<file path="config.mk">
export PLATFORM = sky130hd
export DESIGN_NAME = sequential_divider_flat
export DESIGN_NICKNAME = d
export VERILOG_FILES = /design/src/rtl/sequential_divider_if.sv /design/src/rtl/sequential_divider.sv /design/src/flat_wrapper.sv
export SDC_FILE = /design/constraint.sdc
export NUM_CORES = 1
export LEC_CHECK = 0
export CAP_MARGIN = 20
export CORE_UTILIZATION = 60
export DETAILED_ROUTE_END_ITERATION = 7
export PLACE_DENSITY_LB_ADDON = 0.12
export SETUP_SLACK_MARGIN = 0.15
export SYNTH_ARGS = -nofsm -noshare
export SYNTH_HDL_FRONTEND = slang
export SYNTH_SLANG_ARGS = --single-unit
</file>
<file path="constraint.sdc">
create_clock -name clk -period 7.8 [get_ports clk]
set_input_delay 1.56 -clock clk [delete_from_list [all_inputs] [get_ports clk]]
set_output_delay 1.56 -clock clk [all_outputs]
set_load 0.1 [all_outputs]
</file>
<file path="src/rtl/sequential_divider_if.sv">
// Operand/result handshake bundle shared by the sequential divider and its producer/consumer.
// The master side drives operands and dest_ready. The slave side (the divider) drives results and src_ready.
interface sequential_divider_if #(
    parameter int DIV_WIDTH = 16
);
    logic [DIV_WIDTH-1:0] dividend;
    logic [DIV_WIDTH-1:0] divisor;
    logic                 src_valid;
    logic                 src_ready;
    logic [DIV_WIDTH-1:0] quotient;
    logic [DIV_WIDTH-1:0] remainder;
    logic                 div_by_zero;
    logic                 dest_valid;
    logic                 dest_ready;

    modport master (
        output dividend, divisor, src_valid, dest_ready,
        input  src_ready, quotient, remainder, div_by_zero, dest_valid
    );

    modport slave (
        input  dividend, divisor, src_valid, dest_ready,
        output src_ready, quotient, remainder, div_by_zero, dest_valid
    );
endinterface

</file>
<file path="src/rtl/sequential_divider.sv">
// Signed restoring divider that produces one quotient bit per cycle, with a valid/ready handshake on both sides.
// Defining DIV_ZERO_FAST_EN makes a zero divisor skip the iterations and finish on the first BUSY edge.
module sequential_divider #(
    parameter int DIV_WIDTH = 16
) (
    input  logic                  clk,
    input  logic                  rst,
    sequential_divider_if.slave   bus
);
    localparam int CNT_W = $clog2(DIV_WIDTH);
    localparam logic [CNT_W-1:0] LAST_ITER = CNT_W'(DIV_WIDTH - 1);

    typedef enum logic [1:0] {IDLE, BUSY, DONE} state_t;

    state_t               state;
    logic [CNT_W-1:0]     iter_cnt;
    logic                 sign_dvd;
    logic                 sign_dsr;
    // Unsigned W-bit magnitudes still hold |-2^(W-1)|. The dividend register also collects the quotient bits.
    logic [DIV_WIDTH-1:0] dvd_q;
    logic [DIV_WIDTH-1:0] dsr_q;
    logic [DIV_WIDTH:0]   prem_q;

    // NOTE: the datapath uses continuous assigns only. With no procedural combinational block, no latch can be inferred.
    logic [DIV_WIDTH+1:0] shifted;
    logic [DIV_WIDTH+1:0] trial;
    logic                 q_bit;
    logic [DIV_WIDTH:0]   prem_next;
    logic [DIV_WIDTH-1:0] quo_mag_next;
    logic [DIV_WIDTH-1:0] quo_signed;
    logic [DIV_WIDTH-1:0] rem_signed;
    logic                 dsr_zero;

    assign shifted      = {prem_q, dvd_q[DIV_WIDTH-1]};
    assign trial        = shifted - {2'b00, dsr_q};
    assign q_bit        = ~trial[DIV_WIDTH+1];
    assign prem_next    = q_bit ? trial[DIV_WIDTH:0] : shifted[DIV_WIDTH:0];
    assign quo_mag_next = {dvd_q[DIV_WIDTH-2:0], q_bit};
    assign quo_signed   = (sign_dvd ^ sign_dsr) ? -quo_mag_next : quo_mag_next;
    assign rem_signed   = sign_dvd ? -prem_next[DIV_WIDTH-1:0] : prem_next[DIV_WIDTH-1:0];
    assign dsr_zero     = (dsr_q == '0);

    // NOTE: every register is reset, including the datapath, so an aborted division leaves nothing behind.
    always_ff @(posedge clk or negedge rst) begin
        if (!rst) begin
            state           <= IDLE;
            iter_cnt        <= '0;
            sign_dvd        <= 1'b0;
            sign_dsr        <= 1'b0;
            dvd_q           <= '0;
            dsr_q           <= '0;
            prem_q          <= '0;
            bus.src_ready   <= 1'b1;
            bus.dest_valid  <= 1'b0;
            bus.quotient    <= '0;
            bus.remainder   <= '0;
            bus.div_by_zero <= 1'b0;
        end else begin
            case (state)
                IDLE: begin
                    if (bus.src_valid) begin
                        sign_dvd      <= bus.dividend[DIV_WIDTH-1];
                        sign_dsr      <= bus.divisor[DIV_WIDTH-1];
                        dvd_q         <= bus.dividend[DIV_WIDTH-1] ? -bus.dividend : bus.dividend;
                        dsr_q         <= bus.divisor[DIV_WIDTH-1] ? -bus.divisor : bus.divisor;
                        prem_q        <= '0;
                        iter_cnt      <= '0;
                        bus.src_ready <= 1'b0;
                        state         <= BUSY;
                    end
                end
                BUSY: begin
`ifdef DIV_ZERO_FAST_EN
                    if (dsr_zero) begin
                        // dvd_q is still untouched on the first BUSY edge, so it restores the dividend directly.
                        bus.quotient    <= '1;
                        bus.remainder   <= sign_dvd ? -dvd_q : dvd_q;
                        bus.div_by_zero <= 1'b1;
                        bus.dest_valid  <= 1'b1;
                        state           <= DONE;
                    end else begin
`else
                    begin
`endif
                        prem_q   <= prem_next;
                        dvd_q    <= quo_mag_next;
                        iter_cnt <= iter_cnt + 1'b1;
                        if (iter_cnt == LAST_ITER) begin
                            // A zero divisor accepts every trial, so the remainder naturally equals the dividend.
                            bus.quotient    <= dsr_zero ? '1 : quo_signed;
                            bus.remainder   <= rem_signed;
                            bus.div_by_zero <= dsr_zero;
                            bus.dest_valid  <= 1'b1;
                            state           <= DONE;
                        end
                    end
                end
                DONE: begin
                    if (bus.dest_ready) begin
                        bus.dest_valid  <= 1'b0;
                        bus.src_ready   <= 1'b1;
                        bus.div_by_zero <= 1'b0;
                        state           <= IDLE;
                    end
                end
                default: state <= IDLE;
            endcase
        end
    end
endmodule

</file>
<file path="src/flat_wrapper.sv">
// flat-port wrapper written by rule: the top's interface ports become plain ports
module sequential_divider_flat 
#(
    parameter int DIV_WIDTH = 16
)
  (clk, rst, bus_dividend, bus_divisor, bus_src_valid, bus_dest_ready, bus_src_ready, bus_quotient, bus_remainder, bus_div_by_zero, bus_dest_valid);
  sequential_divider_if #(.DIV_WIDTH(DIV_WIDTH)) bus_i ();
  input  logic clk;
  input  logic rst;
  input wire logic [$bits(bus_i.dividend)-1:0] bus_dividend;
  input wire logic [$bits(bus_i.divisor)-1:0] bus_divisor;
  input wire logic [$bits(bus_i.src_valid)-1:0] bus_src_valid;
  input wire logic [$bits(bus_i.dest_ready)-1:0] bus_dest_ready;
  output wire logic [$bits(bus_i.src_ready)-1:0] bus_src_ready;
  output wire logic [$bits(bus_i.quotient)-1:0] bus_quotient;
  output wire logic [$bits(bus_i.remainder)-1:0] bus_remainder;
  output wire logic [$bits(bus_i.div_by_zero)-1:0] bus_div_by_zero;
  output wire logic [$bits(bus_i.dest_valid)-1:0] bus_dest_valid;
  assign bus_i.dividend = bus_dividend;
  assign bus_i.divisor = bus_divisor;
  assign bus_i.src_valid = bus_src_valid;
  assign bus_i.dest_ready = bus_dest_ready;
  assign bus_src_ready = bus_i.src_ready;
  assign bus_quotient = bus_i.quotient;
  assign bus_remainder = bus_i.remainder;
  assign bus_div_by_zero = bus_i.div_by_zero;
  assign bus_dest_valid = bus_i.dest_valid;
  sequential_divider #(.DIV_WIDTH(DIV_WIDTH)) u_core (.clk(clk), .rst(rst), .bus(bus_i));
endmodule
</file>
Word level (Yosys, flattened, before mapping)
Index checks and enable logic that the tools add are counted.
- register bits after elaboration: 92
- latch bits: 0
- RAM bits: 0
- ROM bits: 0
- logic and storage cells: 61
- memories kept: 0
- $add $sub $neg: 6
- $mul: 0
- divide/modulo/power cells: 0
- magnitude comparators: 0
- eq/ne operators: 6
- shift operators: 0
- multiplexer cells: 24
- bitwise operators: 2
- reduce and logical (&&, ||, !) cells: 11
- operators with widths (operator ; count):
    2-to-1 mux 16 bit ; 6
    negator 16 bit ; 4
    2-to-1 mux 17 bit ; 2
    case mux 17 bit (2 select lines) ; 1
    case mux 16 bit (2 select lines) ; 1
    subtractor 18 x 16 -> 18 bit ; 1
    zero test 16 bit ; 1
    AND reduction 3 bit ; 3
    case mux 4 bit (2 select lines) ; 1
    2-to-1 mux 2 bit ; 3
    case mux 1 bit (2 select lines) ; 3
    case mux 2 bit (3 select lines) ; 1
    AND reduction 2 bit ; 3
    nonzero test 2 bit ; 3
    2-to-1 mux 1 bit ; 5
    adder 4 x 1 -> 4 bit (second input constant) ; 1
    equality test 4 bit (second input constant) ; 1
    2-to-1 mux 4 bit ; 1
    != test 2 bit (second input constant) ; 2
    equality test 2 x 1 -> 1 bit (second input constant) ; 1
    equality test 2 bit (second input constant) ; 1
    zero test 2 bit ; 1
    != test 2 x 1 -> 1 bit (second input constant) ; 1
    inverter 1 bit ; 1
    bitwise XOR 1 bit ; 1

Longest topological paths before layout
Gate-level depths: netlist of the first run.
- depth in word-level cells: 5
- mapped depth: 18
- mapped depth without buffers: 15

Worst setup path before layout of the first run
Ideal clock, no wire load.
- kind: input to register
- start: input bus_divisor[1]
- end: register u_core.dsr_q[13]
- arrival time: 3486 ps
- required time: 7668 ps
- path slack: 4182 ps
- stages on the path: 7
- path through: or3_1 -> or3_1 -> or3_1 -> or4_1 -> o41ai_2 -> xor2_1 -> o21ai_1
- longest elaborated chain between the ends: 2
- RTL lines (what ; RTL line ; source):
    from (decl) ; flat_wrapper.sv:11 ; input wire logic [$bits(bus_i.divisor)-1:0] bus_divisor;
    negator 16 bit ; sequential_divider.sv:65 ; dsr_q <= bus.divisor[DIV_WIDTH-1] ? -bus.divisor : bus.divisor;
    2-to-1 mux 16 bit ; sequential_divider.sv:65 ;
    to (signal assigned) ; sequential_divider.sv:65 ;
    to (decl) ; sequential_divider.sv:21 ; logic [DIV_WIDTH-1:0] dsr_q;
Every way passes these cells.
A chain may end at the register's enable or synchronous reset.

Worst setup path after layout of the first run
Same ends and word-level chain as after synthesis.

==> results.toml, run 1 <==
[grt]
grt_use_total_pct = 28.1
grt_pass1_wl_um = 22500
grt_max_degree = 65
grt-ovfl-total = 0
grt_pass1_vias = 4783
antenna_found_initial = 0

[synthesis]
syn-num-nets = 744
yosysUniqueCellTypes = 59
synth_top_area_cell = "dfrtp_1"
ys.flop_type = "dfrtp_1"
yosys-top-cells-count = "91 x dfrtp_1, 78 x o21ai_0, 77 x nand2_1"
ys.warnings.count = 0
synth_edf_count = 0
synth_top_family_by_area = "compound AO/OA/AOI/OAI gates"
synthCells = 686
async_flop_share_pct = 100
synth_top_area_share_pct = 38.6
synth-compound-area-share_pct = 20.2
netlist_area_mm2 = 0.00590
yosysMostFrequentCell = "dfrtp_1"
synthSimpleGateAreaFrac_pct = 18.6
synthXorXnorAreaFrac_pct = 10.9
ys_ff_latch = 92
synth_mux_area_share_pct = 2.46
synth.area.top_cells = "dfrtp_1 39%, o21ai_0 6.6%, xnor2_1 5.8%"
synth_fa_ha_area_share_pct = 4.79
synth.avg_cell_area_um2 = 8.60
yosysSeqAreaShare_pct = 39.0

[drt]
drt_iter0_markers = 322
wl_um = 13500
drc = 0
post_drt_via_cell_ratio = 5.89
ant_nets = 0
vias = 5170
first_pass_iters = 5
drt-wirelength-per-cell_um = 15.3

[clock_network]
clk_path_buf_depth = 2
cts_hold_buf = 0
worstSkewPairLatency_ns = 0.36
cts_resized = 0
cts_inserted_buffers = 9
root_buffer = "clkbuf_8"
clk_pin_slew_ns = 0.10
cts_tree = "yes"
htreeDepth = 3
clock_sinks = 92
cts_setup_buffers = 0

[critical_path]
reg2regPathDepth = 14
critPathMaxFanout = 3
reg2reg_slack_ns = 4.03
r2r_end = "u_core.bus.remainder[14]"
worstPathCellList = "clkdlybuf4s50_1, or3_1, or3_1, or3_1, or4_1, o41ai_2, xor2_1, o21ai_1"
critPathLaunchType = "input port"
worst_path_most_repeated_cell = "or3_1"
endpoint_kind = "register"
critPathKind = "input port to register"
r2r-start = "u_core.dsr_q[1]"
required_ns = 8.03
slowest_stage = "or4_1"
crit_arrival_ns = 4.12
cp-startpoint = "bus_divisor[1]"
critical_path.endpoint = "u_core.dsr_q[13]"
slowest_delay_ns = 0.49

[timing]
hold_violations = 0
finalSetupTns_ns = 0
maxSlewViolCount = 0
worst_pin_slew_ns = 0.969
rsz0062_at_grt = "false"
setup_violations = 0
fin_crit_sh_pct = 49.8
max_freq_ghz = 0.257
min_period_ns = 3.89
skew_ns = 0.0158
maxSlewHeadroom_pct = 35.2

[min_path]
min_path_cells = 2
hp-class = "register to register"

[floorplan]
io_pins = 71
fp.dieW_um = 101
rows = 35
dieArea_mm2 = 0.0102
coreArea_mm2 = 0.00937
die_h_um = 101
start_util_pct = 63.0

[layout]
syn2layout_area_growth_pct = 16.9
fill_cells = 743
multi_input_area_mm2 = 0.00336
drive_gt1_share_pct = 6.01
n_antenna_cell = 0
nets = 802
regArea_mm2 = 0.00230
final_cells = 878

[placed_design]
gp_congestion = 0.913
io_buffers = 70
place_hpwl_um = 10300
place_inst = 860

[job]
cap_violations = 0

[run_status]
status = "completed"
==> sequential cells by signal, summed over array words and instances (netlist names) <==
name,flops
u_core.dvd_q,16
u_core.iter_cnt,4
u_core.sign_dvd,1
u_core.state,2
u_core.bus.remainder,16
u_core.bus.src_ready,1
u_core.sign_dsr,1
u_core.dsr_q,16
u_core.bus.div_by_zero,1
u_core.bus.dest_valid,1
u_core.prem_q,17
u_core.bus.quotient,16
==> area by class of cell <==
class | count | area share [%]
clock buffers | 10 | 2.00
clock inverters | 6 | 1.03
inverters | 28 | 1.52
multi-input cells | 535 | 48.7
flip-flops and latches | 92 | 33.4
well taps | 129 | 2.34
repair buffers | 78 | 11.0
==> cells by family (layout without fill, tap and decap cells) <==
| logic type | after synthesis | in the layout |
|---|---|---|
| XOR/XNOR | 71 | 71 |
| flip-flops | 92 | 92 |
| AO/OA/AOI/OAI | 197 | 197 |
| AND/OR/NAND/NOR | 231 | 231 |
| multiplexers | 14 | 14 |
| adder cells (fa/ha/maj) | 22 | 22 |
| buffers and inverters | 59 | 122 |
==> how the worst min path moves through the flow <==
stage	from	endpoint	slack, ns
after floorplan	u_core.dsr_q[10]	u_core.dsr_q[10]	0.45
after global placement	u_core.bus.remainder[6]	u_core.bus.remainder[6]	0.46
after detailed placement	u_core.bus.dest_valid	u_core.bus.dest_valid	0.47
after CTS	u_core.bus.dest_valid	u_core.bus.dest_valid	0.49
after global routing	u_core.bus.remainder[15]	u_core.bus.remainder[15]	0.51
final	u_core.dsr_q[14]	u_core.dsr_q[14]	0.49
==> layer usage <==
metal  vias up  wire [µm]  part of all wire [%]  GRT usage (%)
met5         -          0                     0              0
met1      2457       6420                    48           40.2
met2       162       6170                    46           44.7
met3        12        741                   5.5           3.86
li1       2539          -                     -              -
met4         0        125                  0.93           7.92
==> metrics by stage <==
step	hold WS, ns	cell area (µm²)	util (%)	setup slack, ns
2_1_floorplan	0.450	5900	-	4.18
3_3_place_gp	0.462	6670	71.2	3.66
3_5_place_dp	0.473	6670	71.2	3.55
4_1_cts	0.495	6880	73.4	3.93
5_1_grt	0.514	6900	73.6	3.81
6_report	0.491	6900	73.6	3.91
==> critical path, delay by kind of cell <==
kind | cells | cell delay, ns
xor gates and xnor gates | 1 | 0.19
and+or+nand+nor | 4 | 1.57
AOI/OAI and AO/OA | 2 | 0.36
buffers and inverters | 1 | 0.44
==> cell usage in the layout, fill, tap and decap left out, drive strengths merged, types with 9 or more instances in the layout <==
cell type and count:
a21oi 44, a22oi 15, a31oi 9, buf 9, clkbuf 10, clkdlybuf4s50 69
dfrtp 91, ha 21, inv 30, mux2i 13, nand2 77, nand3 29
nor2 55, nor3 15, o21ai 94, xnor2 40, xor2 31
Power of run 1 is left out: the tool's default activity adds up to more than one toggle a clock period on the data nets, which glitch-free logic cannot reach.
==> run 2, diff against run 1 <==
--- a/config.mk
+++ b/config.mk
@@ -6,7 +6,7 @@
 export NUM_CORES = 1
 export LEC_CHECK = 0
 export CAP_MARGIN = 20
-export CORE_UTILIZATION = 60
+export CORE_UTILIZATION = 51
 export DETAILED_ROUTE_END_ITERATION = 7
 export PLACE_DENSITY_LB_ADDON = 0.12
 export SETUP_SLACK_MARGIN = 0.15
==> constraint.sdc (replaced) <==
create_clock -name clk -period 3.45 [get_ports clk]
set_input_delay 0.69 -clock clk [delete_from_list [all_inputs] [get_ports clk]]
set_output_delay 0.69 -clock clk [all_outputs]
set_load 0.1 [all_outputs]
==> run 2 against run 1 <==
Effect of this change:
- wire length increased by 8.2%
- via count decreased by 0.14%
- critical path depth increased by 3
- global-route usage decreased by 2.8 points
- register-to-register slack got worse by 3.8 ns
- count of clock-buffer cells in the layout increased by 3
- final area increased by 6.0%
- cell count increased by 4.0%
- non-clock buffer count increased by 24
==> results.toml, run 2 (synthesized netlist as in run 1, its figures left out) <==
[drt]
vias = 5163
drc = 0
ant_nets = 0
post_drt_via_cell_ratio = 5.65
drt_iter0_markers = 369
drt-wirelength-per-cell_um = 15.9
first_pass_iters = 5
wl_um = 14600

[placed_design]
dpl_cell_area_mm2 = 0.00684
dp_slack_ns = 0.0792
io_buffers = 70
gp_congestion = 0.887
place_hpwl_um = 11000

[critical_path]
required_ns = 3.66
reg2reg_slack_ns = 0.25
endpoint_kind = "register"
slowest_delay_ns = 0.48
critPathLaunchType = "register"
slowest_stage = "a2111oi_4"
crit_arrival_ns = 3.41
worstPathCellList = "ha_1, and3_2, nand2_1, a21oi_2, mux2_2, a2111oi_4, nor4_4, o21ai_2, o21ai_2, xnor2_1, o21ai_1"
worst_path_most_repeated_cell = "o21ai_2"
critPathKind = "register to register"
critPathMaxFanout = 9

[min_path]
hp-class = "input port to asynchronous set/reset pin"

[clock_network]
root_buffer = "clkbuf_16"
clk_pin_slew_ns = 0.06
cts_tree = "yes"
clock_sinks = 92
clk_path_buf_depth = 2
worstSkewPairLatency_ns = 0.35
htreeDepth = 3
cts_inserted_buffers = 9

[layout]
largest_reg_flops = 17
regMostFlops = "u_core.prem_q"
drive_gt1_share_pct = 11.6
most-common-layout-cells = "91 x dfrtp_1, 77 x o21ai_0, 76 x nand2_1"
syn2layout_area_growth_pct = 23.9
final_common_cell = "dfrtp_1"
n_antenna_cell = 0
utilization_pct = 66.3
regArea_mm2 = 0.00230
stdcell_area_mm2 = 0.00731
multi_input_area_mm2 = 0.00346
nets = 826
fill_cells = 932

[floorplan]
die_h_um = 110
coreArea_mm2 = 0.0110
rows = 38
start_util_pct = 53.5
dieArea_mm2 = 0.0120
fp.dieW_um = 110
io_pins = 71

[grt]
grt_pass1_vias = 4694
antenna_found_initial = 0
grt_max_degree = 48
grt-ovfl-total = 0
grt_use_total_pct = 25.2
grt_use_met2_pct = 38.0
grt_pass1_wl_um = 23300
gr-usage-met1_pct = 36.9
grt.busiest_layer = "met2"
met3_usage_pct = 3.62

[timing]
setup_violations = 0
rsz0062_at_grt = "true"
skew_ns = 0.00351
worst_pin_slew_ns = 0.972
fin_crit_sh_pct = 92.7
min_period_ns = 3.20
max_freq_ghz = 0.313
finalSetupTns_ns = 0
maxSlewHeadroom_pct = 35.0
hold_violations = 0
fin_ws_ns = 0.251
maxSlewViolCount = 0

[run_status]
status = "completed"

[job]
cap_violations = 0
run 2: repair_timing:
| action | 4_1_cts | 5_1_grt |
|---|---|---|
| endpoints found under the setup margin | 0 | 9 |
| resized for setup | 0 | 22 |
| buffers inserted | 0 | 3 |
| hold buffers | 0 | 0 |
run 2: worst max-delay path, delay by kind of cell, from the launching register on:
kind | cells | cell delay [ns]
mux | 1 | 0.39
simple gates | 3 | 0.48
fa+ha+maj | 1 | 0.44
compound gates | 5 | 1.11
xor+xnor | 1 | 0.20
flops | 1 | 0.43
run 2: layout make-up:
type                    instances  area share (%)
repair buffers                102            12.8
clock inverters                 3           0.942
inverters                      28            1.47
well taps                     140            2.40
flip-flops and latches         92            31.5
clock buffers                  13            3.56
multi-input cells             535            47.3
run 2: worst paths after layout:
kind	startpoint	to	cells after the start
setup / recovery	u_core.prem_q[6]	u_core.bus.remainder[14]	11
hold / removal	rst	u_core.bus.remainder[13]	1
setup reg to reg	u_core.prem_q[6]	u_core.bus.remainder[14]	11
hold reg to reg	u_core.bus.dest_valid	u_core.bus.dest_valid	2
max in group asynchronous	rst	u_core.dsr_q[4]	2
min in group clk	u_core.bus.dest_valid	u_core.bus.dest_valid	2
run 2: per-layer routing:
layer	vias up	share of wire, %
met5	-	0
met4	0	1.5
met3	16	5.2
met2	157	44
met1	2401	49
li1	2589	-
run 2: stage by stage:
step,std cells,hold WS [ns]
after global placement,892,0.461
final,913,0.317
after global routing,913,0.362
after floorplan,686,0.394
after CTS,908,0.342
after detailed placement,892,0.463
Power of run 2 is left out for the same reason.
